<file path="config.mk">
export PLATFORM = sky130hd
export DESIGN_NAME = fp_div16
export DESIGN_NICKNAME = d
export VERILOG_FILES = /design/src/rtl/fp_div16.sv
export SDC_FILE = /design/constraint.sdc
export NUM_CORES = 1
export LEC_CHECK = 0
export BUFFER_PORTS_ARGS = -buffer_cell sky130_fd_sc_hd__buf_2
export CAP_MARGIN = 20
export CORE_AREA = 2 2 107 109
export DETAILED_ROUTE_END_ITERATION = 16
export DIE_AREA = 0 0 109 111
export GPL_TIMING_DRIVEN = 1
export PLACE_DENSITY = 0.69
export SKIP_LAST_GASP = 1
export SYNTH_ARGS = -nofsm -noshare
export SYNTH_HDL_FRONTEND = slang
export SYNTH_SLANG_ARGS = --single-unit
</file>
<file path="constraint.sdc">
create_clock -name clk -period 3.08 [get_ports clk]
set_clock_uncertainty 0.05 [all_clocks]
set_input_delay 0.77 -clock clk [delete_from_list [all_inputs] [get_ports clk]]
set_output_delay 0.77 -clock clk [all_outputs]
set_load 0.005 [all_outputs]
</file>
<file path="src/rtl/fp_div16.sv">
// fp_div16: multi-cycle FP16 divider (a / b) using restoring mantissa division,
// one quotient bit per clock, behind a start/done handshake.
// Flags layout: {overflow, zero, carry(always 0), negative}.
module fp_div16 #(
    parameter int          BIAS    = 15,
    parameter logic [15:0] NAN_VAL = 16'h7E00
) (
    input  logic        clk,
    input  logic        reset,
    input  logic        start,
    input  logic [15:0] a,
    input  logic [15:0] b,
    output logic        busy,
    output logic        done,
    output logic [15:0] div16,
    output logic [3:0]  flags
);

    typedef enum logic [1:0] {
        IDLE,
        SETUP,
        DIVIDE,
        NORM
    } state_t;

    state_t      state;
    logic [15:0] a_reg;
    logic [15:0] b_reg;
    logic [11:0] rem;
    logic [10:0] mant_b;
    logic [11:0] q;
    logic [3:0]  cnt;

    logic [11:0]       rem_sub;
    logic [4:0]        exp_a;
    logic [4:0]        exp_b;
    logic              sign;
    logic              a_zero;
    logic              b_zero;
    logic signed [7:0] exp_raw;
    logic signed [7:0] exp_adj;
    logic [9:0]        frac;
    logic [15:0]       res;
    logic              res_ovf;
    logic              res_zero;

    // Trial subtraction for the current restoring-division step.
    always_comb begin
        rem_sub = rem - {1'b0, mant_b};
    end

    // Result selection from the latched operands and final quotient; special cases first.
    always_comb begin
        exp_a    = a_reg[14:10];
        exp_b    = b_reg[14:10];
        sign     = a_reg[15] ^ b_reg[15];
        a_zero   = (exp_a == 5'd0);
        b_zero   = (exp_b == 5'd0);
        exp_raw  = {3'b000, exp_a} - {3'b000, exp_b} + 8'(BIAS);
        if (q[11]) begin
            frac    = q[10:1];
            exp_adj = exp_raw;
        end else begin
            frac    = q[9:0];
            exp_adj = exp_raw - 8'sd1;
        end
        res      = 16'h0000;
        res_ovf  = 1'b0;
        res_zero = 1'b0;
        if (exp_a == 5'h1F || exp_b == 5'h1F) begin
            res      = NAN_VAL;
            res_zero = 1'b1;
        end else if (b_zero) begin
            if (a_zero) begin
                res      = NAN_VAL;
                res_zero = 1'b1;
            end else begin
                res     = {sign, 5'h1F, 10'h000};
                res_ovf = 1'b1;
            end
        end else if (a_zero) begin
            res      = {sign, 15'h0000};
            res_zero = 1'b1;
        end else if (exp_adj >= 8'sd31) begin
            res     = {sign, 5'h1F, 10'h000};
            res_ovf = 1'b1;
        end else if (exp_adj <= 8'sd0) begin
            res      = {sign, 15'h0000};
            res_zero = 1'b1;
        end else begin
            res = {sign, exp_adj[4:0], frac};
        end
    end

    // Control FSM and datapath: latch, decode, 12 division steps, then publish the result.
    always_ff @(posedge clk or negedge reset) begin
        if (!reset) begin
            state  <= IDLE;
            a_reg  <= 16'h0000;
            b_reg  <= 16'h0000;
            rem    <= 12'h000;
            mant_b <= 11'h000;
            q      <= 12'h000;
            cnt    <= 4'd0;
            busy   <= 1'b0;
            done   <= 1'b0;
            div16  <= 16'h0000;
            flags  <= 4'h0;
        end else begin
            done <= 1'b0;
            case (state)
                IDLE: begin
                    if (start) begin
                        a_reg <= a;
                        b_reg <= b;
                        busy  <= 1'b1;
                        state <= SETUP;
                    end
                end
                SETUP: begin
                    rem    <= {1'b0, 1'b1, a_reg[9:0]};
                    mant_b <= {1'b1, b_reg[9:0]};
                    q      <= 12'h000;
                    cnt    <= 4'd0;
                    state  <= DIVIDE;
                end
                DIVIDE: begin
                    if (rem >= {1'b0, mant_b}) begin
                        q   <= {q[10:0], 1'b1};
                        rem <= rem_sub << 1;
                    end else begin
                        q   <= {q[10:0], 1'b0};
                        rem <= rem << 1;
                    end
                    cnt <= cnt + 4'd1;
                    if (cnt == 4'd11) begin
                        state <= NORM;
                    end
                end
                NORM: begin
                    div16 <= res;
                    flags <= {res_ovf, res_zero, 1'b0, res[15]};
                    done  <= 1'b1;
                    busy  <= 1'b0;
                    state <= IDLE;
                end
                default: state <= IDLE;
            endcase
        end
    end

endmodule

</file>
# Word-level counts from Yosys, hierarchy flattened
# Cells that the tools add are included.
[totals] output_inout_bits=22 mem_bits_rw=0 latch_bits=0 elab_cells=67 register_bits=94 rom_bits=0 mem_count=0
[classes] n_mux=30 shifts=0 bitwise=1 n_div=0 mul=0 eq_ne=8 reduce_logical=9 n_addsub=5 magnitude_cmp=3
[ops] op="$mux W16" n=3
[ops] op="$pmux W12 S2" n=2
[ops] op="$mux W15" n=3
[ops] op="$mux W1" n=14
[ops] op="$ge A12 B11 Y1" n=1
[ops] op="$mux W12" n=1
[ops] op="$sub A11 B11 Y11" n=1
[ops] op="$eq A5 B5 Y1 const B" n=2
[ops] op="$logic_not A5 Y1" n=2
[ops] op="$mux W10" n=1
[ops] op="$ge A8 B6 Y1 const B" n=1
[ops] op="$le A8 B1 Y1 const B" n=1
[ops] op="$mux W8" n=1
[ops] op="$pmux W2 S4" n=1
[ops] op="$pmux W4 S2" n=1
[ops] op="$sub A7 B2 Y8 const B" n=1
[ops] op="$add A6 B5 Y7 const B" n=1
[ops] op="$reduce_and A2 Y1" n=3
[ops] op="$sub A5 B5 Y6" n=1
[ops] op="$add A4 B1 Y4 const B" n=1
[ops] op="$eq A2 B2 Y1 const B" n=2
[ops] op="$eq A4 B4 Y1 const B" n=1
[ops] op="$mux W2" n=2
[ops] op="$ne A2 B2 Y1 const B" n=2
[ops] op="other kinds (6)" n=7

# Depth between registers and ports, before layout
# Gate-level depths: netlist of the first run.
[depth] depth_word=10 ltp_mapped=14 mapped_depth_nobuf=13

# Least setup slack after synthesis of the first run
# Ideal clock, no wire load.
[synth_path] path_kind="register to register" startpoint="register a_reg[10]" endpoint="register div16[0]" t_required_ps=2888 arrival_time_ps=3122 setup_slack_ps=-234 path_stages_with_launch=14 setup_time_ps=142 period_less_slack_ps=3314 path_cell_list="dfrtp_1 > inv_1 > ha_1 > inv_1 > fa_1 > inv_1 > ha_1 > or3b_2 > nor2_1 > a21oi_1 > o21ai_0 > a2bb2oi_2 > nor4_4 > o41ai_1"
[synth_via] elab_chain_len=10 word_cells_on_any_way=14
[synth_lines] element="start, declared" line="27" rtl="logic [15:0] a_reg;"
[synth_lines] element="start signal, assigned" line="99" rtl="a_reg <= 16'h0000;"
[synth_lines] element="start signal, assigned" line="114" rtl="a_reg <= a;"
[synth_lines] element="$sub A5 B5 Y6" line="59" rtl="exp_raw = {3'b000, exp_a} - {3'b000, exp_b} + 8'(BIAS);"
[synth_lines] element="$add A6 B5 Y7" line="59"
[synth_lines] element="$sub A7 B2 Y8" line="65" rtl="exp_adj = exp_raw - 8'sd1;"
[synth_lines] element="$mux W8" line="60" rtl="if (q[11]) begin"
[synth_lines] element="$le A8 B1 Y1" line="87" rtl="end else if (exp_adj <= 8'sd0) begin"
[synth_lines] element="$mux W15" line="87"
[synth_lines] element="$mux W15" line="84" rtl="end else if (exp_adj >= 8'sd31) begin"
[synth_lines] element="$mux W15" line="81" rtl="end else if (a_zero) begin"
[synth_lines] element="$mux W16" line="73" rtl="end else if (b_zero) begin"
[synth_lines] element="$mux W16 *" line="70" rtl="if (exp_a == 5'h1F || exp_b == 5'h1F) begin"
[synth_lines] element="end signal, assigned" line="141" rtl="div16 <= res;"
[synth_lines] element="end, declared" line="15" rtl="output logic [15:0] div16,"
# Every way passes the cells marked *; elsewhere a longest branch is shown, timed or not.
# A chain may end at the register's enable or synchronous reset.

# Worst setup path in the final report of the first run
[layout_path] startpoint="register a_reg[10]" endpoint="register div16[11]"
# The elaborated chain is that of the path after synthesis.

==> summary.md, run 1 <==
| Metric | Value |
|---|---|
| Ys async rst share | 100.0% |
| Normalized max-slew margin | 52.04% |
| Layout Nets | 665 |
| Mean post-synth cell area | 9.614 µm² |
| Min-Delay Path Class | in2async |
| Num Clock Sinks | 93 |
| # IOs | 57 |
| Final Hold Fails | 0 |
| Yosys warning count | 0 |
| Final setup vio count | 14 |
| Crit path kind | reg2reg |
| Top cell type's share of synthesized area | 44.99% |
| Synth Area in Compound Gates | 16.21% |
| H-tree depth | 3 |
| Largest net degree at the start of global routing | 54 |
| Core Rows | 39 |
| XOR/XNOR share of the synthesized area | under 10% |
| Final worst-path setup slack | -0.1568 ns |
| Critical path endpoint category | register |
| #FFs+latches synth | 93 |
| Final period utilization | 105.1% |
| Antenna Violating Nets Remaining | 0 |
| Critical Path RT | 3.27 ns |
| Grt ovf | 0 |
| TNS Setup | -1.417 ns |
| Synth unique cells | 61 |
| Total number of vias | 4,186 |
| Critical Path AT | 3.43 ns |
| Max_cap viols | 0 |
| Mapped Nets | 598 |
| Vias per cell | between 5 and 6 |
| Sequential area share after synthesis | between 40% and 50% |
| Synth Cell Area | between 5000 and 6000 µm² |
| Clock Latency Late Sink | 0.35 ns |
| Detailed Route Iter0 Violations | 307 |
| Max Root-Sink Buffers | 2 |
| ANT cells | 0 |
| Slew @ Worst Pin | 0.7193 ns |
| Clk slew on worst S/H paths | 0.07 ns |
| CP Max Fanout | 6 |
| First-pass GRT wire length | 19.43 mm |
| Placer Congestion | 0.9154 |
| Mux share of post-synthesis cell area | 9.748% |
| Post-synth EDFFs | 0 |
| CP startpoint kind | register |
| Drt pass-1 iters | 4 |
| Vias in the first global route | roughly 4,100 |
| Tmin final | 3.237 ns |
| Post-route cell area | 6372 µm² |
| Post-synthesis adder-cell area fraction | 6.338% |
| Initial antenna violation count | 0 |
| Detail Placement HPWL | roughly 8.1 mm |
| Fmax | 308.9 MHz |
| CTS tree | built |
| GR Util All Layers | 20.34% |
| Largest family of logic cells by synthesized area | compound AO/OA/AOI/OAI gates |
| RSZ-0062 raised after global routing | true |
| Top FF cell, synth | dfrtp_1 |
| Area grow syn2layout | 23.20% |
| Clock Tree Root | clkbuf_16 |
| Total CTS buffers | 9 |
| Synth area leader | dfrtp_1 |
| Fin. max-slew vios | 0 |
| Status | finished, violations left |
| Synth area leaders | dfrtp_1 (45%), mux2_2 (7.6%), o21ai_0 (7.4%) |
| Post-placement cell area | 5707 µm² |
| Violated checks | negative setup slack |
| WL final | approximately 12 mm |
| Port Buf Inserts | 55 |
| Die area | 12,100 µm² |
| Share of layout cells above drive strength 1 | 28.69% |
| DRC violations left | 0 |
| Die Height | 111 µm |
| Synth Area in Simple Gates | 13.59% |
| Initial Util | 46.70% |
| Routed wire per std cell | roughly 16 µm |
| Synthesized netlist cell count | ~540 |
| DIE WIDTH | 109 µm |
| CORE AREA | around 11,000 µm² |
==> through the flow <==
| step | cells | utilization (%) | hold WS, ns | setup slack, ns |
|---|---|---|---|---|
| 2_1_floorplan | 538 | - | 0.3896 | 0.009464 |
| 6_report | 753 | 57.53 | 0.3631 | -0.1568 |
| 3_3_place_gp | 730 | 51.52 | 0.4077 | -0.03420 |
| 4_1_cts | 747 | 55.76 | 0.3854 | -0.05244 |
| 3_5_place_dp | 730 | 51.52 | 0.4087 | -0.2451 |
| 5_1_grt | 753 | 57.53 | 0.4059 | -0.2737 |
==> critical path, cell delays in order, from the launching register on <==
cell and delay [ns]:
dfrtp_1 0.40, inv_2 0.09, ha_4 0.14, inv_2 0.03, fa_1 0.52, inv_2 0.07, ha_4 0.26, or3b_4 0.39
nor2_4 0.12, a21oi_2 0.05, o21ai_2 0.18, buf_4 0.16, a2bb2oi_4 0.07, a21o_4 0.26, a211o_2 0.34
==> final cells by class <==
cell class                 count  area, µm²
clock buffer                  11      242.7
clock inverter                 5      107.6
fill                         951       4705
inverter                      51      191.4
multi-input combinational    369       2809
sequential                    93       2327
tap                          143      178.9
timing repair buffer          81      515.5
==> synthesized netlist by cell type, drive strengths merged (4+ instances only) <==
| cell type | n |
|---|---|
| o41ai | 12 |
| xnor2 | 11 |
| dfrtp | 93 |
| inv | 51 |
| a21oi | 15 |
| a21o | 6 |
| nor2b | 9 |
| nand4 | 4 |
| o211ai | 5 |
| nand2 | 54 |
| mux2i | 11 |
| buf | 8 |
| clkbuf | 18 |
| nand3 | 30 |
| mux2 | 35 |
| xor2 | 4 |
| ha | 23 |
| nor3 | 4 |
| nor2 | 23 |
| o21ai | 76 |
==> logic make-up (layout without fill, tap and decap cells) <==
group	Yosys count	count (layout)
DFF	93	93
other	1	1
buffers and inverters	77	148
AOI/OAI and AO/OA	135	136
adders and majority gates	25	25
and+or+nand+nor	145	145
xor gates and xnor gates	16	16
muxes	46	46
==> cells in the final DEF (no fill, tap or decap), drive strengths merged, types with 7 or more instances in the layout <==
cell type / n
xnor2: 11
inv: 51
o21ai: 76
o41ai: 12
nor2: 23
nor2b: 9
dfrtp: 93
nand3: 30
ha: 23
mux2i: 11
nand2: 54
clkbuf: 12
mux2: 35
a21oi: 15
buf: 80
a21o: 7
==> timing repair <==
action	in CTS	in global routing
pin swaps	3	3
hold buffers	0	0
gates resized for setup	22	20
gates cloned	0	2
buffers inserted	1	5
setup endpoints to repair	13	16
==> per-layer routing <==
| metal | vias up | GRT usage, % | routed length [µm] |
|---|---|---|---|
| met4 | 0 | 8.034 | 286 |
| met2 | 105 | 34.16 | 6032 |
| met3 | 23 | 4.350 | 472 |
| li1 | 2019 | - | - |
| met1 | 2039 | 25.26 | 5045 |
| met5 | - | 0 | 0 |
==> path summary, 6_finish.rpt <==
| kind | startpoint | to | slack, ns | cells past startpoint |
|---|---|---|---|---|
| min in group clk | mant_b[10] | mant_b[10] | 0.42 | 1 |
| max in group asynchronous | reset | a_reg[15] | 1.98 | 2 |
| setup reg to reg | a_reg[10] | div16[11] | -0.16 | 14 |
| hold / removal | reset | div16[6] | 0.36 | 1 |
| hold reg to reg | mant_b[10] | mant_b[10] | 0.42 | 1 |
| setup / recovery | a_reg[10] | div16[11] | -0.16 | 14 |
Power of run 1 is left out: the tool's default activity adds up to more than one toggle a clock period on the data nets, which glitch-free logic cannot reach.
==> run 2: changes to the inputs <==
--- a/config.mk
+++ b/config.mk
@@ -7,9 +7,9 @@
 export LEC_CHECK = 0
 export BUFFER_PORTS_ARGS = -buffer_cell sky130_fd_sc_hd__buf_2
 export CAP_MARGIN = 20
-export CORE_AREA = 2 2 107 109
+export CORE_AREA = 3 3 108 110
 export DETAILED_ROUTE_END_ITERATION = 16
-export DIE_AREA = 0 0 109 111
+export DIE_AREA = 0 0 111 113
 export GPL_TIMING_DRIVEN = 1
 export PLACE_DENSITY = 0.69
 export SKIP_LAST_GASP = 1
==> run 2 against run 1 <==
Compared with the run above: the run still ends with negative setup slack left; global-route usage down 2.3 points; worst hold slack improved by 0.021 ns; first-iteration DRC count fell by 21%; cell area fell by 3.1%; via count fell by 1.5%; cell count is 0.80% lower; maximum frequency up 4.5%; utilization decreased by 0.33 points; register-to-register slack gained 0.14 ns; worst setup slack improved by 0.14 ns; critical endpoint is now flags[2]; largest cell class unchanged.
==> summary.md, run 2 (synthesis gave the netlist of run 1 again) <==
| Metric | Value |
|---|---|
| Flop-to-flop setup slack | -0.02 ns (+0.14 ns) |
| Initial antenna violation count | 0 (unchanged) |
| Min-Delay Path Class | in2async |
| Normalized max-slew margin | 54.29% (+2.2 points) |
| # IOs | 57 (unchanged) |
| CP startpoint kind | register |
| Post-route cell area | 6173 µm² (-3.1%) |
| Vias in the first global route | 3,978 (-4.0%) |
| Fin. max-slew vios | 0 (unchanged) |
| Final period utilization | 100.6% (-4.5 points) |
| Share of layout cells above drive strength 1 | 28.50% (-0.19 points) |
| CP Max Fanout | 10 (+4) |
| DRC violations left | 0 (unchanged) |
| Area grow syn2layout | 19.35% |
| Detail Placement HPWL | 7.880 mm (-3.1%) |
| Core Rows | 38 (-2.6%) |
| Post-placement cell area | 5703 µm² (about the same) |
| TNS Setup | -0.03142 ns (+1.385 ns) |
| Routed wire per std cell | 15.24 µm (-3.1%) |
| Setup WS pre-CTS | -0.1150 ns (+0.1302 ns) |
| Final setup vio count | 3 (-11) |
| Violated checks | negative setup slack |
| Port Buf Inserts | 55 (unchanged) |
| Max Root-Sink Buffers | 2 (unchanged) |
| Start of the worst register-to-register path | a_reg[10] |
| CORE AREA | 10,790 µm² (-2.6%) |
| Initial Util | 47.92% (+1.2 points) |
| RSZ-0062 raised after global routing | true |
| Fin util | 57.20% (-0.33 points) |
| Clock Tree Root | clkbuf_8 |
| Max_cap viols | 0 (unchanged) |
| Fmax | 322.8 MHz (+4.5%) |
| Grt ovf | 0 (unchanged) |
| Critical Path RT | 3.29 ns (+0.02 ns) |
| Num Clock Sinks | 93 (unchanged) |
| Detailed Route Iter0 Violations | 243 (-21%) |
| Drt pass-1 iters | 5 (+1) |
| H-tree depth | 3 (unchanged) |
| WL final | 11.38 mm (-3.9%) |
| Worst r2r path cells | 13 (-1) |
| Most common cell after layout, fill and taps aside | dfrtp_1 |
| Antenna Violating Nets Remaining | 0 (unchanged) |
| Clk slew on worst S/H paths | 0.09 ns (+0.02 ns) |
| Most frequent cells in the layout | dfrtp_1 (93), o21ai_0 (73), nand2_1 (54), buf_2 (54), inv_1 (48) |
| Critical path endpoint category | register |
| Total CTS buffers | 9 (unchanged) |
| Tmin final | 3.098 ns (-0.1392 ns) |
| Slew @ Worst Pin | 0.6857 ns (-0.03369 ns) |
| Crit path kind | reg2reg |
| Worst r2r dst | flags[2] |
| Status | finished, violations left |
| Critical Path AT | 3.31 ns (-0.12 ns) |
| ANT cells | 0 (unchanged) |
| Fill cell count | 919 (-3.4%) |
| Layout Nets | 662 (-0.45%) |
| Vias per cell | 5.518 (-0.74%) |
| Die area | 12,540 µm² (+3.7%) |
| Die Height | 113 µm (+1.8%) |
| CTS tree | built |
| Placer Congestion | 0.9124 (-0.33%) |
| Final worst-path setup slack | -0.01758 ns (+0.1392 ns) |
| DIE WIDTH | 111 µm (+1.8%) |
| Total number of vias | 4,122 (-1.5%) |
| Largest net degree at the start of global routing | 94 (+74%) |
| Final Hold Fails | 0 (unchanged) |
| GR Util All Layers | 18.07% (-2.3 points) |
| First-pass GRT wire length | 18.73 mm (-3.6%) |
| Clock Latency Late Sink | 0.38 ns (+0.03 ns) |
==> run 2: cell types whose count changed in the layout (fill, tap and decap cells not counted), moves of 2 or more <==
cell | before | now
clkbuf_8 | 1 | 9
clkbuf_16 | 10 | 0
clkinv_2 | 0 | 2
buf_4 | 24 | 21
inv_6 | 0 | 2
o41ai_4 | 5 | 3
o41ai_2 | 5 | 8
clkinv_4 | 2 | 0
nor2b_2 | 0 | 2
==> run 2: per-layer routing <==
| layer | part of all wire (%) | GRT usage (%) |
|---|---|---|
| met1 | 44 | 23.35 |
| met5 | 0 | 0 |
| met4 | 2.1 | 7.718 |
| met2 | 49 | 29.98 |
| met3 | 4.5 | 3.422 |
==> run 2: cell type report <==
cell class	instances	area [µm²]	area share, %
Inverter	51	191.4	3.101
Clock buffer	9	123.9	2.006
Sequential cell	93	2327	37.70
Multi-Input combinational cell	369	2781	45.05
Tap cell	140	175.2	2.837
Timing Repair Buffer	78	479.2	7.762
Clock inverter	7	95.09	1.540
==> run 2: through the flow <==
stage,cells,hold slack [ns]
floorplan,538,0.3896
global placement,727,0.4075
detailed placement,727,0.4134
CTS,744,0.4017
global route,747,0.4166
finish,747,0.3839
==> run 2: what timing repair did <==
action                                  CTS  global route
pin swaps                                 3            14
endpoints found under the setup margin   13            17
gates resized for setup                   7            33
buffers inserted                          1             3
cloned                                    0             1
hold buffers                              0             0
==> run 2: worst max-delay path, cell delays in order (launching register included) <==
cell and delay (ns):
dfrtp_1 0.40, inv_2 0.08, ha_4 0.12, inv_2 0.03, fa_1 0.49, inv_2 0.11, ha_4 0.16, xor3_2 0.37
xor2_2 0.26, nor2b_1 0.10, a2bb2oi_2 0.26, nor4_4 0.07, buf_12 0.16, o311a_1 0.34
==> run 2: worst max path at each step <==
stage	from	to	slack (ns)	cells after the start
after floorplan	a_reg[10]	div16[0]	0.009	14
after global placement	a_reg[10]	div16[11]	-0.05	13
after detailed placement	a_reg[10]	div16[1]	-0.11	13
after CTS	a_reg[10]	div16[11]	-0.02	13
after global routing	a_reg[10]	div16[7]	-0.15	13
final	a_reg[10]	flags[2]	-0.02	13
Power of run 2 is left out for the same reason.
